===== config.mk =====
export PLATFORM = sky130hd
export DESIGN_NAME = parking_occupancy
export DESIGN_NICKNAME = d
export VERILOG_FILES = /design/src/rtl/parking_occupancy.sv
export SDC_FILE = /design/constraint.sdc
export NUM_CORES = 1
export LEC_CHECK = 0
export CAP_MARGIN = 15
export CORE_UTILIZATION = 50
export DETAILED_ROUTE_END_ITERATION = 8
export GPL_ROUTABILITY_DRIVEN = 0
export PLACE_DENSITY = 0.79
export SLEW_MARGIN = 20
export SYNTH_ARGS = -nofsm -noshare
export SYNTH_HDL_FRONTEND = slang
export SYNTH_SLANG_ARGS = --single-unit

===== constraint.sdc =====
create_clock -name i_clk -period 3.2 [get_ports i_clk]
set_input_delay 0.32 -clock i_clk [delete_from_list [all_inputs] [get_ports i_clk]]
set_output_delay 0.32 -clock i_clk [all_outputs]
set_load 0.01 [all_outputs]

===== src/rtl/parking_occupancy.sv =====
// Occupancy manager for a 4-spot lot: serves entry/exit requests, allocates the
// lowest free spot, reports free count / full, and drives a timed gate.
module parking_occupancy #(
    parameter int GATE_CYCLES = 8
) (
    input  logic       i_clk,
    input  logic       i_rst,
    input  logic       i_entry_req,
    input  logic       i_exit_req,
    input  logic [1:0] i_exit_spot,
    output logic [3:0] o_occupied,
    output logic [2:0] o_free_count,
    output logic       o_full,
    output logic       o_entry_ack,
    output logic [1:0] o_entry_spot,
    output logic       o_entry_reject,
    output logic       o_exit_ack,
    output logic       o_exit_err,
    output logic       o_gate_open
);

    localparam int             CW     = $clog2(GATE_CYCLES + 1);
    localparam logic [CW-1:0]  C_LOAD = CW'(GATE_CYCLES - 1);
    localparam logic [CW-1:0]  C_ONE  = CW'(1);
    localparam logic [CW-1:0]  C_ZERO = CW'(0);

    typedef enum logic {
        S_IDLE = 1'b0,
        S_GATE = 1'b1
    } state_t;

    function automatic logic [1:0] f_lowest_free(input logic [3:0] occ);
        logic [1:0] idx;
        casez (occ)
            4'b???0: idx = 2'd0;
            4'b??01: idx = 2'd1;
            4'b?011: idx = 2'd2;
            4'b0111: idx = 2'd3;
            default: idx = 2'd0;
        endcase
        return idx;
    endfunction

    function automatic logic [2:0] f_free_count(input logic [3:0] occ);
        logic [2:0] cnt;
        cnt = 3'd0;
        for (int i = 0; i < 4; i++) begin
            cnt = cnt + {2'b00, ~occ[i]};
        end
        return cnt;
    endfunction

    state_t        r_state;
    logic [CW-1:0] r_cnt;
    logic [3:0]    r_occ;
    logic [2:0]    r_free;
    logic          r_full;
    logic [1:0]    r_spot;
    logic          r_eack;
    logic          r_erej;
    logic          r_xack;
    logic          r_xerr;
    logic          r_gate;

    state_t        w_state_nxt;
    logic [CW-1:0] w_cnt_nxt;
    logic [3:0]    w_occ_nxt;
    logic [1:0]    w_spot_nxt;
    logic          w_eack;
    logic          w_erej;
    logic          w_xack;
    logic          w_xerr;
    logic          w_gate_nxt;

    // Next-state and response decode; only IDLE samples requests, exit first.
    // The gate register stays high through the last GATE cycle, which lets the
    // counter hand back to IDLE one edge early so a pending request is served
    // exactly GATE_CYCLES edges after the previous grant.
    always_comb begin
        w_state_nxt = r_state;
        w_cnt_nxt   = r_cnt;
        w_occ_nxt   = r_occ;
        w_spot_nxt  = r_spot;
        w_eack      = 1'b0;
        w_erej      = 1'b0;
        w_xack      = 1'b0;
        w_xerr      = 1'b0;
        w_gate_nxt  = 1'b0;
        case (r_state)
            S_IDLE: begin
                if (i_exit_req) begin
                    if (r_occ[i_exit_spot]) begin
                        w_occ_nxt[i_exit_spot] = 1'b0;
                        w_xack     = 1'b1;
                        w_gate_nxt = 1'b1;
                        if (GATE_CYCLES > 1) begin
                            w_state_nxt = S_GATE;
                            w_cnt_nxt   = C_LOAD;
                        end else begin
                            w_state_nxt = S_IDLE;
                        end
                    end else begin
                        w_xerr = 1'b1;
                    end
                end else if (i_entry_req) begin
                    if (!r_full) begin
                        w_spot_nxt            = f_lowest_free(r_occ);
                        w_occ_nxt[w_spot_nxt] = 1'b1;
                        w_eack                = 1'b1;
                        w_gate_nxt            = 1'b1;
                        if (GATE_CYCLES > 1) begin
                            w_state_nxt = S_GATE;
                            w_cnt_nxt   = C_LOAD;
                        end else begin
                            w_state_nxt = S_IDLE;
                        end
                    end else begin
                        w_erej = 1'b1;
                    end
                end else begin
                    w_gate_nxt = 1'b0;
                end
            end
            S_GATE: begin
                w_gate_nxt = 1'b1;
                if (r_cnt <= C_ONE) begin
                    w_state_nxt = S_IDLE;
                    w_cnt_nxt   = C_ZERO;
                end else begin
                    w_cnt_nxt = r_cnt - C_ONE;
                end
            end
            default: begin
                w_state_nxt = S_IDLE;
                w_cnt_nxt   = C_ZERO;
            end
        endcase
    end

    // State and output registers; free count and full track the new occupancy.
    always_ff @(posedge i_clk) begin
        if (i_rst) begin
            r_state <= S_IDLE;
            r_cnt   <= C_ZERO;
            r_occ   <= 4'b0000;
            r_free  <= 3'd4;
            r_full  <= 1'b0;
            r_spot  <= 2'd0;
            r_eack  <= 1'b0;
            r_erej  <= 1'b0;
            r_xack  <= 1'b0;
            r_xerr  <= 1'b0;
            r_gate  <= 1'b0;
        end else begin
            r_state <= w_state_nxt;
            r_cnt   <= w_cnt_nxt;
            r_occ   <= w_occ_nxt;
            r_free  <= f_free_count(w_occ_nxt);
            r_full  <= &w_occ_nxt;
            r_spot  <= w_spot_nxt;
            r_eack  <= w_eack;
            r_erej  <= w_erej;
            r_xack  <= w_xack;
            r_xerr  <= w_xerr;
            r_gate  <= w_gate_nxt;
        end
    end

    assign o_occupied     = r_occ;
    assign o_free_count   = r_free;
    assign o_full         = r_full;
    assign o_entry_ack    = r_eack;
    assign o_entry_spot   = r_spot;
    assign o_entry_reject = r_erej;
    assign o_exit_ack     = r_xack;
    assign o_exit_err     = r_xerr;
    assign o_gate_open    = r_gate;

endmodule


==> reports/metrics.cfg <==
[worst_setup_path]
endpoint=o_free_count[2]$_SDFF_PP1_
cp_slowest_cell=clkdlybuf4s50_1
worstPathArrival_ns=2.86
worst-path-buf-inv=3
path_cells=clkdlybuf4s50_1, nor2b_1, nand3_1, a21oi_1, inv_1, fa_1, inv_1, ha_1, ha_1, or2_2
endpoint_kind=flop
r2r_start=r_state$_SDFF_PP0_
crit_start=i_exit_req
r2r_setup_slack_ns=0.77
crit_fanout=9
crit_path_max_incr_delay_ns=0.72
regToRegEndpoint=o_free_count[2]$_SDFF_PP1_
startpoint_type=input pin
worstSetupPathType=input pin to flop
cp_top_family=adder cells
reg2regPathDepth=9
worstPathRequired_ns=3.39
crit_cells=10

[die]
die_h_um=45.8
row_count=15
num_io_pins=21
fp.coreArea_sq_um=1760
die_x_um=45.8
dieArea_sq_um=2100
start_util=0.545

[timing]
max_freq_mhz=375
setup-tns-final_ns=0
clock-skew-final_ns=0.00244
rsz0062_at_grt=false
min_period_ns=2.67
worst_pin_slew_ns=0.598
period_share=0.834
slew_headroom=0.599
maxSlewViolCount=0
setup_viol=0
hold_violations=0

[place]
portBuffers=20
place_area_sq_um=1170
hpwl_mm=1.37

[synth]
syn_avg_cell_area_sq_um=9.61
synth_top_area_frac=0.417
yosys.cell_count.top_type=dfxtp_1
synthDistinctLibCells=37
synth_cells=100
synth-seq-area-share=0.417
syn-num-nets=112
synth_top_cells_by_count=dfxtp_1 (20), inv_1 (8), nor2_1 (8)
synth-async-reset-ratio=0
synth-edff-count=0
syn_area_sq_um=961
yosysTopAreaCell=dfxtp_1
yosys_warnings=0
synth_area_leaders=dfxtp_1 (42%), ha_1 (6.5%), a211oi_1 (3.1%), inv_1 (3.1%), nor2_1 (3.1%)
ys_ff_latch=20
synthFlopType=dfxtp_1

[finish]
layout-drive-gt1-share=0.0826
area_growth_pct=25.5
nNetsFinal=134
finalInstanceArea_sq_um=1210
n_antenna_cell=0

[cts]
cts_setup_buffers=0
clk_latency_ns=0.29
clock-sinks=20
cts-root-buf=clkbuf_4
cts_resized=0
path_clk_slew_ns=0.11
cts_made_buffers=3
cts_max_path_buffers=2
cts_tree=done
h-tree-depth=1
cts_hold_buffers=0

[run_status]
status=complete, no violations

[grt]
antenna_found_initial=0
grt_pass1_wl_mm=3.36
grt_max_degree=16
grt_pass1_vias=734
gr-total-overflow=0
track_usage=0.229

[detailed_routing]
routed_wl_mm=1.97
via_count=776
drc=0
wl_per_cell_um=13.5
ant_nets=0
first_pass_iters=4
drt_iter0_markers=8
vias_per_cell=5.32

[power_and_ir_drop]
peakVddDrop_v=0.000300
p_leak_nw=0.469
p_per_area_nw_per_um2=439

[job]
maxCapViolCount=0

[min_path]
min-delay-path-class=flop to flop

-- metal layers --
layer | wire (um) | track usage | share of wire
met5 | 0 | 0 | 0
met4 | 16 | 0.100 | 0.0081
met3 | 57 | 0.0516 | 0.029
met2 | 949 | 0.363 | 0.48
met1 | 946 | 0.293 | 0.48
-- logic make-up (layout without fill, tap and decap cells) --
family / Yosys count / after routing / share of synthesized area
AOI/OAI and AO/OA: 19 / 19 / 0.143
DFF: 20 / 20 / 0.417
buffers and inverters: 11 / 32 / 0.0547
adders and majority gates: 6 / 6 / 0.0859
and+or+nand+nor: 42 / 42 / 0.273
muxes: 2 / 2 / 0.0260
-- worst register-to-register path, delay by kind of cell, from the launching register on --
family / cells / cell delay (ns)
buf+inv: 2 / 0.13
compound gates: 1 / 0.19
simple gates: 3 / 0.54
flops: 1 / 0.60
fa+ha+maj: 3 / 0.86
-- worst min-delay path by stage --
stage | startpoint | endpoint | slack [ns] | cells after the start
floorplan | i_rst | o_free_count[0]$_SDFF_PP0_ | 0.39 | 1
global placement | o_entry_spot[1]$_SDFFE_PP0P_ | o_entry_spot[1]$_SDFFE_PP0P_ | 0.44 | 2
detailed placement | o_entry_spot[0]$_SDFFE_PP0P_ | o_entry_spot[0]$_SDFFE_PP0P_ | 0.45 | 2
CTS | o_entry_spot[0]$_SDFFE_PP0P_ | o_entry_spot[0]$_SDFFE_PP0P_ | 0.46 | 2
global route | o_entry_spot[0]$_SDFFE_PP0P_ | o_entry_spot[0]$_SDFFE_PP0P_ | 0.48 | 2
finish | o_entry_spot[0]$_SDFFE_PP0P_ | o_entry_spot[0]$_SDFFE_PP0P_ | 0.46 | 2
-- cell usage in the layout (no fill, tap or decap), types with 4 or more instances in the layout --
master,n
a211oi_1,4
a21oi_1,5
clkdlybuf4s50_1,20
dfxtp_1,20
ha_1,5
inv_1,8
nand2_1,7
nor2_1,8
nor3_1,4
-- registers in the layout, indices dropped and copies added (netlist names) --
register,count
o_free_count,3
o_entry_reject,1
o_exit_err,1
r_state,1
o_entry_ack,1
o_occupied,4
o_exit_ack,1
o_gate_open,1
o_entry_spot,2
o_full,1
r_cnt,4
-- area by class of cell --
| class | instances | area, sq um |
|---|---|---|
| Fill cell | 163 | 558 |
| Multi-Input combinational cell | 69 | 508 |
| Sequential cell | 20 | 400 |
| Timing Repair Buffer | 20 | 200 |
| Clock buffer | 4 | 36.3 |
| Tap cell | 25 | 31.3 |
| Inverter | 8 | 30.0 |
-- stage by stage --
step / setup WS [ns] / util / instances / power (mW) / hold WS (ns)
floorplan: 0.961 / - / 100 / 0.348 / 0.392
global placement: 0.283 / 0.663 / 142 / 0.382 / 0.441
detailed placement: 0.232 / 0.663 / 142 / 0.386 / 0.447
CTS: 0.532 / 0.684 / 146 / 0.528 / 0.463
global route: 0.355 / 0.684 / 146 / 0.562 / 0.484
finish: 0.532 / 0.684 / 146 / 0.530 / 0.461
-- where the power goes --
| group | total [mW] | internal [mW] | switching (mW) |
|---|---|---|---|
| Clock | 0.147 | 0.0693 | 0.0779 |
| Combinational | 0.104 | 0.0511 | 0.0528 |
| Sequential | 0.279 | 0.265 | 0.0139 |
| Total | 0.530 | 0.385 | 0.145 |
(Power assumes the default switching activity.)
